[src/rtl/mode_pkg.sv]
// rtl/mode_pkg.sv - shared mode encodings, UART command bytes and tick helper
package mode_pkg;

  typedef enum logic [1:0] {
    MODE_OFF   = 2'd0,
    MODE_SR    = 2'd1,
    MODE_DHT   = 2'd2,
    MODE_WATCH = 2'd3
  } mode_e;

  localparam logic [7:0] CMD_SR_UC    = 8'h55;  // 'U'
  localparam logic [7:0] CMD_SR_LC    = 8'h75;  // 'u'
  localparam logic [7:0] CMD_DHT_UC   = 8'h44;  // 'D'
  localparam logic [7:0] CMD_DHT_LC   = 8'h64;  // 'd'
  localparam logic [7:0] CMD_WATCH_UC = 8'h57;  // 'W'
  localparam logic [7:0] CMD_WATCH_LC = 8'h77;  // 'w'
  localparam logic [7:0] CMD_OFF_UC   = 8'h58;  // 'X'
  localparam logic [7:0] CMD_OFF_LC   = 8'h78;  // 'x'

  function automatic int unsigned ms_to_ticks(input int unsigned clk_freq,
                                              input int unsigned period_ms);
    return (clk_freq / 1000) * period_ms;
  endfunction

endpackage

[src/rtl/period_trig.sv]
// rtl/period_trig.sv - periodic / on-entry single-cycle trigger with busy hold-off
module period_trig #(
  parameter int unsigned PERIOD_TICKS = 10
) (
  input  logic clk,
  input  logic rst,
  input  logic en,
  input  logic restart,
  input  logic busy,
  output logic trig
);

  localparam int unsigned CW = (PERIOD_TICKS > 1) ? $clog2(PERIOD_TICKS) : 1;
  localparam logic [CW-1:0] LAST = CW'(PERIOD_TICKS - 1);

  logic [CW-1:0] cnt_q, cnt_d;
  logic          en_q, restart_q, pending_q, pending_d, trig_q;
  logic          tc, req;

  // en/restart arrive one cycle early (next-state view) so exit clears land on the exit edge
  always_comb begin
    tc        = en_q && (cnt_q == LAST);
    req       = restart_q || tc;
    trig      = en_q && !busy && !trig_q && (req || pending_q);
    cnt_d     = cnt_q + 1'b1;
    pending_d = pending_q;
    if (!en || !en_q || restart_q || tc) begin
      cnt_d = '0;
    end
    if (!en || trig) begin
      pending_d = 1'b0;
    end else if (req) begin
      pending_d = 1'b1;
    end
  end

  always_ff @(posedge clk) begin
    if (rst) begin
      en_q      <= 1'b0;
      restart_q <= 1'b0;
      cnt_q     <= '0;
      pending_q <= 1'b0;
      trig_q    <= 1'b0;
    end else begin
      en_q      <= en;
      restart_q <= restart;
      cnt_q     <= cnt_d;
      pending_q <= pending_d;
      trig_q    <= trig;
    end
  end

endmodule

[src/rtl/mode_ctrl.sv]
// rtl/mode_ctrl.sv - application owner FSM: UART/button mode decode and trigger scheduling
module mode_ctrl
  import mode_pkg::*;
#(
  parameter int unsigned CLK_FREQ      = 100_000_000,
  parameter int unsigned SR_PERIOD_MS  = 100,
  parameter int unsigned DHT_PERIOD_MS = 2000
) (
  input  logic       clk,
  input  logic       rst,
  input  logic [7:0] rx_data,
  input  logic       rx_done,
  input  logic       btn_mode,
  input  logic       sr_busy,
  input  logic       dht_busy,
  output logic       start_sr,
  output logic       start_dht,
  output logic       start_watch,
  output logic       sr_trig,
  output logic       dht_trig,
  output logic [1:0] mode
);

  localparam int unsigned SR_TICKS  = ms_to_ticks(CLK_FREQ, SR_PERIOD_MS);
  localparam int unsigned DHT_TICKS = ms_to_ticks(CLK_FREQ, DHT_PERIOD_MS);

  mode_e state_q, state_d, cmd_state;
  logic  cmd_hit;
  logic  sr_en, dht_en, sr_restart, dht_restart;
  logic  start_sr_q, start_dht_q, start_watch_q;

  always_comb begin
    cmd_hit   = 1'b0;
    cmd_state = MODE_OFF;
    if (rx_done) begin
      case (rx_data)
        CMD_SR_UC, CMD_SR_LC:       begin cmd_hit = 1'b1; cmd_state = MODE_SR;    end
        CMD_DHT_UC, CMD_DHT_LC:     begin cmd_hit = 1'b1; cmd_state = MODE_DHT;   end
        CMD_WATCH_UC, CMD_WATCH_LC: begin cmd_hit = 1'b1; cmd_state = MODE_WATCH; end
        CMD_OFF_UC, CMD_OFF_LC:     begin cmd_hit = 1'b1; cmd_state = MODE_OFF;   end
        default: ;
      endcase
    end

    // A recognised UART command shadows a coincident button pulse
    state_d = state_q;
    if (cmd_hit) begin
      state_d = cmd_state;
    end else if (btn_mode) begin
      case (state_q)
        MODE_OFF:   state_d = MODE_SR;
        MODE_SR:    state_d = MODE_DHT;
        MODE_DHT:   state_d = MODE_WATCH;
        MODE_WATCH: state_d = MODE_SR;
        default:    state_d = state_q;
      endcase
    end

    sr_en       = (state_d == MODE_SR);
    dht_en      = (state_d == MODE_DHT);
    sr_restart  = sr_en  && ((state_q != MODE_SR)  || cmd_hit);
    dht_restart = dht_en && ((state_q != MODE_DHT) || cmd_hit);
  end

  always_ff @(posedge clk) begin
    if (rst) begin
      state_q       <= MODE_OFF;
      start_sr_q    <= 1'b0;
      start_dht_q   <= 1'b0;
      start_watch_q <= 1'b0;
    end else begin
      state_q       <= state_d;
      start_sr_q    <= sr_en;
      start_dht_q   <= dht_en;
      start_watch_q <= (state_d == MODE_WATCH);
    end
  end

  period_trig #(.PERIOD_TICKS(SR_TICKS)) u_sr_trig (
    .clk     (clk),
    .rst     (rst),
    .en      (sr_en),
    .restart (sr_restart),
    .busy    (sr_busy),
    .trig    (sr_trig)
  );

  period_trig #(.PERIOD_TICKS(DHT_TICKS)) u_dht_trig (
    .clk     (clk),
    .rst     (rst),
    .en      (dht_en),
    .restart (dht_restart),
    .busy    (dht_busy),
    .trig    (dht_trig)
  );

  assign start_sr    = start_sr_q;
  assign start_dht   = start_dht_q;
  assign start_watch = start_watch_q;
  assign mode        = state_q;

endmodule

[config.mk]
export PLATFORM = sky130hd
export DESIGN_NAME = mode_ctrl
export DESIGN_NICKNAME = d
export VERILOG_FILES = /design/src/rtl/mode_pkg.sv /design/src/rtl/period_trig.sv /design/src/rtl/mode_ctrl.sv
export SDC_FILE = /design/constraint.sdc
export NUM_CORES = 1
export LEC_CHECK = 0
export CAP_MARGIN = 40
export CELL_PAD_IN_SITES_DETAIL_PLACEMENT = 1
export CELL_PAD_IN_SITES_GLOBAL_PLACEMENT = 1
export CORE_MARGIN = 3
export CORE_UTILIZATION = 44
export CTS_CLUSTER_SIZE = 12
export DETAILED_ROUTE_END_ITERATION = 8
export PLACE_DENSITY_LB_ADDON = 0.1
export SLEW_MARGIN = 20
export SYNTH_ARGS = -nofsm -noshare
export SYNTH_HDL_FRONTEND = slang
export SYNTH_SLANG_ARGS = --single-unit
export TNS_END_PERCENT = 20
[constraint.sdc]
create_clock -name clk -period 2.6 [get_ports clk]
set_clock_uncertainty 0.2 [all_clocks]
set_input_delay 0.52 -clock clk [delete_from_list [all_inputs] [get_ports clk]]
set_output_delay 0.52 -clock clk [all_outputs]
set_load 0.1 [all_outputs]
==> results.txt, run 1 <==
The repair_antennas step left the layout with diodes totalling 0. The share of synthesized area in the top cell type comes to 0.439. The maximum vdd ir drop came out at 292 µV. The worst setup slack after layout is -0.337 ns.

The detailed-route wire length is 6550 µm. The maximum fanout encountered on the critical timing path came out at 2. The average cell area after synthesis came out at 8.58 µm². Excluding fillers, the count of instances in the completed layout stands at 460. Setup repair after global routing could not meet its margin everywhere. Global routing finished with a remaining overflow of 0. The synthesized net count is 353. By area the synthesized netlist is led by sky130_fd_sc_hd__dfxtp_1 44%, sky130_fd_sc_hd__nor2_1 9.0%, sky130_fd_sc_hd__xor2_1 7.6%. Dividing the detail-routed wire length by the instance count gives 14.2 µm. The clock slew seen by the registers of the worst setup and hold paths is 0.07 ns. The overall fraction of global-route tracks in use is 0.196.

The latest clock arrival within the worst-skew pair came out at 0.35 ns. The clock root buffer is sky130_fd_sc_hd__clkbuf_8. The end point of the worst hold path is u_sr_trig.cnt_q[0].

The number of fill cells is 731. The flop-to-flop setup slack is 0.37 ns. The flip-flop count of the largest register after layout came out at 28. The buffer count from post-CTS setup fixing is 0. Cell internal power was estimated by the tool at 1.43 mW. The max-slew violation count is 0. The number of enable-type register cells in the synthesized netlist is 0.

The first global-routing pass estimated 11,600 µm of wire. The number of ports placed on the die boundary is 21. The critical path required time came out at 1.88 ns.

In this run the remaining antenna-violating nets after routing total 0. The number of cells traversed by the worst register-to-register path came out at 6. The startpoint of the worst-slack reg-to-reg timing path is u_sr_trig.cnt_q[14]. The register with the most flip-flops in the final layout is u_dht_trig.cnt_q. The fraction of power consumed by sequential logic came out at 0.511. The H-tree depth is 3. After the last flow step, the layout net total stands at 398. The endpoint identified for the worst register-to-register timing path is u_sr_trig.cnt_q[23].

The number of buffers inserted by hold repair at cts came out at 0. The cell type group with the largest total delay on the critical path is simple AND/OR/NAND/NOR gates. Compared with the post-synthesis result, the final layout area differs by 23.6%. The run finished, with violations left. In this run, placement finished with an instance count of 444. The share of total power dissipated in the clock network is 0.409. Row generation in the floorplan step produced 28 rows. Using the TritonRoute via totals, the vias-per-cell ratio works out to 5.36. The post-synthesis register bit count came out at 63.

The iteration count of the initial detailed-routing pass is 4. The final hold violation count was 0. The detailed placer's ending HPWL is 4670 µm. In this run the power spent charging and discharging nets is 0.498 mW.

The number of endpoints failing setup at the final stage came out at 2. The netlist area before placement came out at 2870 µm². The die span in y is 86.8 µm.

The highest attainable clock frequency came out at 340 MHz. The checks that failed: negative setup slack. The synthesized design spends more area on one cell type than any other, namely sky130_fd_sc_hd__dfxtp_1. The number of design rule violations left after detail routing came out at 0. The depth of the worst hold-timing path came out at 1. The die area is 7540 µm². Among all stages on the critical path, the largest delay is contributed by sky130_fd_sc_hd__or4b_4. The number of clock sinks seen by CTS is 63. The arrival time at the worst endpoint is 2.22 ns. The worst hold path begins at u_sr_trig.cnt_q[0]. The fraction of the mapped netlist area in simple logic gates is 0.329.

The cell count after synthesis came out at 335. The leakage power figure came out at 1.20 nW. Total power for the finished layout comes to 1.93 mW.

The critical path in this run is classified as register to primary output. The detailed router finished its first iteration with 57 violations. The critical path goes through or4b_4, or4_4, nor4_4, nor3_2, nor2_4, buf_12.

The number of buffers inserted during clock tree synthesis came out at 9. In the final layout, the share of cells above drive strength 1 is 0.177. The worst slew margin relative to its limit came out at 0.692. The count of synthesis-stage warnings from yosys came out at 0.

Together, buffers and inverters on the worst path number 1. The initial antenna violation count came to 0. The compound-gate portion of the synthesized area came to 0.0305. The period utilization is 1.13.

The part of the power in combinational logic came out at 0.080. The distinct cell type count of the synthesized netlist came out at 37. The maximum number of buffers from clock root to sink is 2. In the synthesized netlist the async set-or-reset flop fraction comes to 0. For this run, the leading register cell type out of synthesis is sky130_fd_sc_hd__dfxtp_1. Of the total synthesized cell area, the portion taken by full adders, half adders and majority gates is 0.0174. The number of port buffers came out at 19. The via count of the first global-routing pass came out at 2,584. The post-synthesis mux area share came out at 0. Power spread over the standard cell area amounts to 543 nW/µm².

Of the total synthesized cell area, the portion taken by XOR and XNOR cells is 0.146. The tool flagged a number of max-cap violations equal to 0. The starting density of the core is 0.469.

TritonCTS built the clock tree. The region available for standard cell placement spans 6130 µm². The chip width came out at 86.8 µm.

The class of the tightest hold or removal check is register to register. The final critical-path required period is 2.94 ns. The pin count of the biggest net entering global routing is 29. The total via count after detailed routing came out at 2,466. The routability-driven placement congestion ratio came out at 0.761. At the pin with the least slew margin, the transition time is 0.461 ns. By area, the combinational part of the netlist is dominated by simple AND/OR/NAND/NOR gates. The largest single stage delay on the critical path is 0.53 ns. Of the total power, the share spent switching nets is 0.258. The sequential fraction of the synthesis area is 0.439. The worst setup path is captured at a primary output. STA classifies the critical path startpoint as a register.
cells in the mapped netlist (3+ instances only):
master                     count
sky130_fd_sc_hd__and4_1        6
sky130_fd_sc_hd__inv_1        15
sky130_fd_sc_hd__nor3_1       14
sky130_fd_sc_hd__nor3b_1       3
sky130_fd_sc_hd__clkbuf_1      5
sky130_fd_sc_hd__and2_1        4
sky130_fd_sc_hd__nand3_1      24
sky130_fd_sc_hd__nand4_1      13
sky130_fd_sc_hd__and3_1        4
sky130_fd_sc_hd__ha_1          4
sky130_fd_sc_hd__or3_1         4
sky130_fd_sc_hd__nor2_1       69
sky130_fd_sc_hd__a21oi_1       6
sky130_fd_sc_hd__buf_6         3
sky130_fd_sc_hd__dfxtp_1      63
sky130_fd_sc_hd__xor2_1       25
sky130_fd_sc_hd__xnor2_1      23
sky130_fd_sc_hd__nor2b_1       3
sky130_fd_sc_hd__nand2_1      18
sky130_fd_sc_hd__nor4_1        6
through the flow:
stage | util | cell area [µm²] | hold slack, ns | setup slack [ns] | TNS (ns)
detailed placement | 0.545 | 3340 | 0.249 | -0.162 | -7.39
CTS | 0.579 | 3550 | 0.269 | -0.494 | -0.592
global placement | 0.545 | 3340 | 0.243 | -0.135 | -6.82
global route | 0.579 | 3550 | 0.290 | -0.421 | -0.578
floorplan | - | 2920 | 0.230 | -0.213 | -0.213
finish | 0.579 | 3550 | 0.266 | -0.337 | -0.423
per-layer routing:
| layer | wire, µm | global-route usage | vias to the layer above |
|---|---|---|---|
| li1 | - | - | 1234 |
| met1 | 3020 | 0.241 | 1192 |
| met2 | 3230 | 0.322 | 27 |
| met3 | 173 | 0.0532 | 13 |
| met4 | 125 | 0.0822 | 0 |
| met5 | 0 | 0 | - |
cell type report:
class | instances | area, µm² | share of cell area
inverters | 15 | 56.3 | 0.0159
repair buffers | 42 | 383 | 0.108
multi-input cells | 249 | 1560 | 0.439
clock buffers | 11 | 151 | 0.0426
clock inverters | 5 | 32.5 | 0.00916
well taps | 75 | 93.8 | 0.0264
flip-flops and latches | 63 | 1270 | 0.359
kinds of logic after synthesis:
group	Yosys count
adder cells (fa/ha/maj)	4
buffers and inverters	23
AO/OA/AOI/OAI	13
AND/OR/NAND/NOR	184
flip-flops	63
XOR/XNOR	48
repair_timing:
item                                    in CTS  in global routing
gates resized for setup                      8                  2
pin swaps                                    5                  3
endpoints found under the setup margin       2                  2
cell usage in the layout, fill, tap and decap left out, types with 3 or more instances in the layout:
cell / synthesis / final
sky130_fd_sc_hd__inv_1: 15 / 15
sky130_fd_sc_hd__nor3_1: 14 / 12
sky130_fd_sc_hd__nand2_1: 18 / 18
sky130_fd_sc_hd__buf_12: 0 / 3
sky130_fd_sc_hd__clkdlybuf4s50_1: 0 / 12
sky130_fd_sc_hd__clkinvlp_4: 0 / 3
sky130_fd_sc_hd__nor2_1: 69 / 67
sky130_fd_sc_hd__and4_1: 6 / 6
sky130_fd_sc_hd__dfxtp_2: 0 / 10
sky130_fd_sc_hd__ha_1: 4 / 4
sky130_fd_sc_hd__or3_1: 4 / 4
sky130_fd_sc_hd__and3_1: 4 / 4
sky130_fd_sc_hd__xnor2_1: 23 / 23
sky130_fd_sc_hd__nor3b_1: 3 / 3
sky130_fd_sc_hd__and2_1: 4 / 4
sky130_fd_sc_hd__dfxtp_1: 63 / 53
sky130_fd_sc_hd__a21oi_1: 6 / 6
sky130_fd_sc_hd__buf_4: 0 / 27
sky130_fd_sc_hd__xor2_1: 25 / 25
sky130_fd_sc_hd__clkbuf_8: 0 / 11
sky130_fd_sc_hd__nand4_1: 13 / 13
sky130_fd_sc_hd__nor4_1: 6 / 6
sky130_fd_sc_hd__nand3_1: 24 / 24
worst register-to-register path, stage by stage, from the launching register on:
cell	delay [ns]
sky130_fd_sc_hd__dfxtp_2	0.32
sky130_fd_sc_hd__or4b_4	0.53
sky130_fd_sc_hd__or4_4	0.44
sky130_fd_sc_hd__nor4_4	0.19
sky130_fd_sc_hd__or3_1	0.18
sky130_fd_sc_hd__buf_4	0.19
sky130_fd_sc_hd__nor2_1	0.07
power by group through the flow:
stage	Combinational, mW	Sequential [mW]	Clock [mW]
after global routing	0.166	0.986	0.859
after floorplan	0.0545	1.05	0
after detailed placement	0.155	1.01	0
after global placement	0.153	1.01	0
after CTS	0.156	0.985	0.801
final	0.155	0.985	0.788
how the worst max path moves through the flow:
stage	from	end	slack (ns)	cells after the start
6_report	u_sr_trig.cnt_q[14]	sr_trig	-0.34	6
5_1_grt	u_sr_trig.cnt_q[14]	sr_trig	-0.42	6
4_1_cts	u_sr_trig.cnt_q[14]	sr_trig	-0.49	6
3_5_place_dp	rx_data[1]	u_sr_trig.cnt_q[8]	-0.16	7
3_3_place_gp	rx_data[0]	u_dht_trig.cnt_q[23]	-0.13	7
2_1_floorplan	u_sr_trig.cnt_q[16]	sr_trig	-0.21	5
Note: power is estimated with default switching activity, not from simulation.
==> run 2, diff against run 1 <==
--- a/config.mk
+++ b/config.mk
@@ -12,7 +12,7 @@
 export CORE_UTILIZATION = 44
 export CTS_CLUSTER_SIZE = 12
 export DETAILED_ROUTE_END_ITERATION = 8
-export PLACE_DENSITY_LB_ADDON = 0.1
+export PLACE_DENSITY = 0.82
 export SLEW_MARGIN = 20
 export SYNTH_ARGS = -nofsm -noshare
 export SYNTH_HDL_FRONTEND = slang
==> constraint.sdc (replaced) <==
create_clock -name clk -period 2.6 [get_ports clk]
set_clock_uncertainty 0.2 [all_clocks]
set_input_delay 0.52 -clock clk [delete_from_list [all_inputs] [get_ports clk]]
set_output_delay 0.52 -clock clk [all_outputs]
set_load 0.005 [all_outputs]
==> results.txt, run 2 (synthesis gave the netlist of run 1 again) <==
The remaining antenna violation count after routing is 0 (unchanged). The average vias per placed instance is 5.52 (was 5.36). The total negative setup slack is -0.424 ns (was -0.423 ns). The critical setup path kind is register to primary output (unchanged). The total power density per cell area came out at 615 nW/µm² (was 543 nW/µm²). The clock root buffer was sky130_fd_sc_hd__clkbuf_8 (unchanged).

The critical path required time came out at 1.88 ns (about the same). The number of buffers inserted during clock tree synthesis is 9 (unchanged). The chip width is 86.8 µm (unchanged). The initial antenna violation count came out at 0 (unchanged). The number of endpoints failing setup at the final stage is 2 (unchanged). Violations in the final reports: negative setup slack (unchanged). The starting density of the core came to 0.469 (unchanged). The detailed placer's ending HPWL is 5240 µm (was 4670 µm).

The routability-driven placement congestion ratio is 0.818 (was 0.761). The number of buffers inserted by hold repair at cts came out at 0 (unchanged). The total congestion overflow is 0 (unchanged).

The number of ports placed on the die boundary is 21 (unchanged). The number of clock sinks seen by CTS came out at 63 (unchanged). The arrival time at the worst endpoint came out at 2.11 ns (was 2.22 ns). The final critical-path required period is 2.83 ns (was 2.94 ns). The flip-flop count of the largest register after layout was 28 (unchanged). The kind of capture point of the worst setup path is a primary output (unchanged). The cell area reported after detailed placement was 3480 µm² (was 3340 µm²). Run status: finished, violations left (unchanged). RSZ-0062 raised after global routing: yes (unchanged). The H-tree depth is 3 (unchanged). The worst slew margin relative to its limit came out at 0.642 (was 0.692).

The leakage power figure came out at 1.37 nW (was 1.20 nW). The number of design rule violations left after detail routing is 0 (unchanged). The final hold violation count is 0 (unchanged). The via count of the first global-routing pass came out at 2,758 (was 2,584). The finished layout cell area was 3810 µm² (was 3550 µm²). The period utilization came out at 1.09 (was 1.13). The number of diodes added for antenna fixing is 0 (unchanged). The maximum number of buffers from clock root to sink came out at 2 (unchanged). The max-cap check violation count came out at 0 (unchanged). The layout-stage area growth over the synthesis result is 32.7% (was 23.6%). The detailed-route wire length per cell is 16.9 µm (was 14.2 µm). The worst setup slack after layout is -0.234 ns (was -0.337 ns). The kind of launch point of the worst setup path is a register (unchanged).

The iteration count of the initial detailed-routing pass is 4 (unchanged). The row count is 28 (unchanged). The worst-margin pin slew came out at 0.536 ns (was 0.461 ns). The leading cell type in the layout, fill and taps excluded was sky130_fd_sc_hd__nor2_1 (unchanged). The number of port buffers was 19 (unchanged).

The total via count after detailed routing is 2,676 (was 2,466). The clock slew seen by the registers of the worst setup and hold paths came out at 0.07 ns (about the same). The detailed-route wire length came out at 8190 µm (was 6550 µm).

The die span in y came out at 86.8 µm (unchanged). The overall power came out at 2.34 mW (was 1.93 mW). The maximum fanout encountered on the critical timing path is 2 (unchanged). The highest attainable clock frequency came out at 353 MHz (was 340 MHz). The pin count of the biggest net entering global routing came out at 29 (unchanged).

The final layout net count is 423 (was 398). The DRC violation total after the first TritonRoute iteration is 97 (was 57). The class of the tightest hold or removal check is register to register (unchanged). The die area came out at 7540 µm² (unchanged). The TritonCTS clock tree is done (unchanged).

The area of the core came out at 6130 µm² (unchanged). The overall fraction of global-route tracks in use was 0.225 (was 0.196). The wire length of the first global-routing pass is 13,200 µm (was 11,600 µm). The maximum vdd ir drop is 383 µV (was 292 µV). The top register by number of flip-flops is u_dht_trig.cnt_q (unchanged). The fraction of final layout cells with drive strength greater than 1 is 0.188 (was 0.177).

Highest-count cells in the layout ignoring fill and taps: 69 x sky130_fd_sc_hd__nor2_1, 63 x sky130_fd_sc_hd__dfxtp_1, 46 x sky130_fd_sc_hd__buf_4 (was 67 x sky130_fd_sc_hd__nor2_1, 53 x sky130_fd_sc_hd__dfxtp_1, 27 x sky130_fd_sc_hd__buf_4). The max-slew violation count came out at 0 (unchanged). The latest clock arrival within the worst-skew pair came out at 0.34 ns (was 0.35 ns).
run 2: cell types whose count changed in the layout (fill, tap and decap cells not counted), moves of 2 or more:
cell                              change
sky130_fd_sc_hd__buf_4               +19
sky130_fd_sc_hd__bufinv_16            +5
sky130_fd_sc_hd__clkbuf_8             -2
sky130_fd_sc_hd__clkdlybuf4s50_1      +5
sky130_fd_sc_hd__clkinv_2             -2
sky130_fd_sc_hd__clkinvlp_4           -3
sky130_fd_sc_hd__dfxtp_1             +10
sky130_fd_sc_hd__dfxtp_2             -10
sky130_fd_sc_hd__nor2_1               +2
sky130_fd_sc_hd__nor2_4               -2
run 2: stage by stage:
step	util	setup WS [ns]	cells	hold WS (ns)
final	0.622	-0.234	485	0.277
after global routing	0.622	-0.315	485	0.311
after CTS	0.618	-0.370	484	0.287
after detailed placement	0.568	-0.475	468	0.260
after global placement	0.568	-0.446	468	0.241
after floorplan	-	0.0851	335	0.230
run 2: final cells by class:
class,count,area [µm²]
multi-input cells,249,1540
flip-flops and latches,63,1260
fillers,716,2320
clock inverters,7,168
repair buffers,67,566
inverters,15,56.3
well taps,75,93.8
clock buffers,9,124
run 2: where the power goes:
part / switching [mW] / internal, mW
combinational: 0.0532 / 0.0657
clock: 0.405 / 0.836
sequential: 0.00832 / 0.975
total: 0.466 / 1.88
run 2: critical path, cell delays in order (launching register included):
cell and delay, ns:
sky130_fd_sc_hd__dfxtp_1 0.31, sky130_fd_sc_hd__or4b_4 0.52, sky130_fd_sc_hd__or4_4 0.44, sky130_fd_sc_hd__nor4_4 0.22
sky130_fd_sc_hd__nor3_2 0.08, sky130_fd_sc_hd__nor2_1 0.09, sky130_fd_sc_hd__buf_2 0.12
run 2: layer usage:
metal,share of wire,global-route usage
met3,0.035,0.0494
met1,0.43,0.270
met4,0.019,0.0779
met5,0,0
met2,0.51,0.395
run 2: path summary, 6_finish.rpt:
kind	start	to	slack, ns	depth (start not counted)
worst min register to register	u_sr_trig.cnt_q[0]	u_sr_trig.cnt_q[0]	0.28	1
worst max register to register	u_sr_trig.cnt_q[14]	u_sr_trig.cnt_q[14]	0.23	7
worst max-delay path	u_sr_trig.cnt_q[14]	sr_trig	-0.23	6
worst min-delay path	u_sr_trig.cnt_q[0]	u_sr_trig.cnt_q[0]	0.28	1
run 2: what timing repair did:
| action | in CTS | in global routing |
|---|---|---|
| endpoints found under the setup margin | 2 | 3 |
| resized for setup | 9 | 6 |
| setup buffers | 0 | 1 |
| pin swaps | 7 | 4 |
| gates cloned | 0 | 0 |
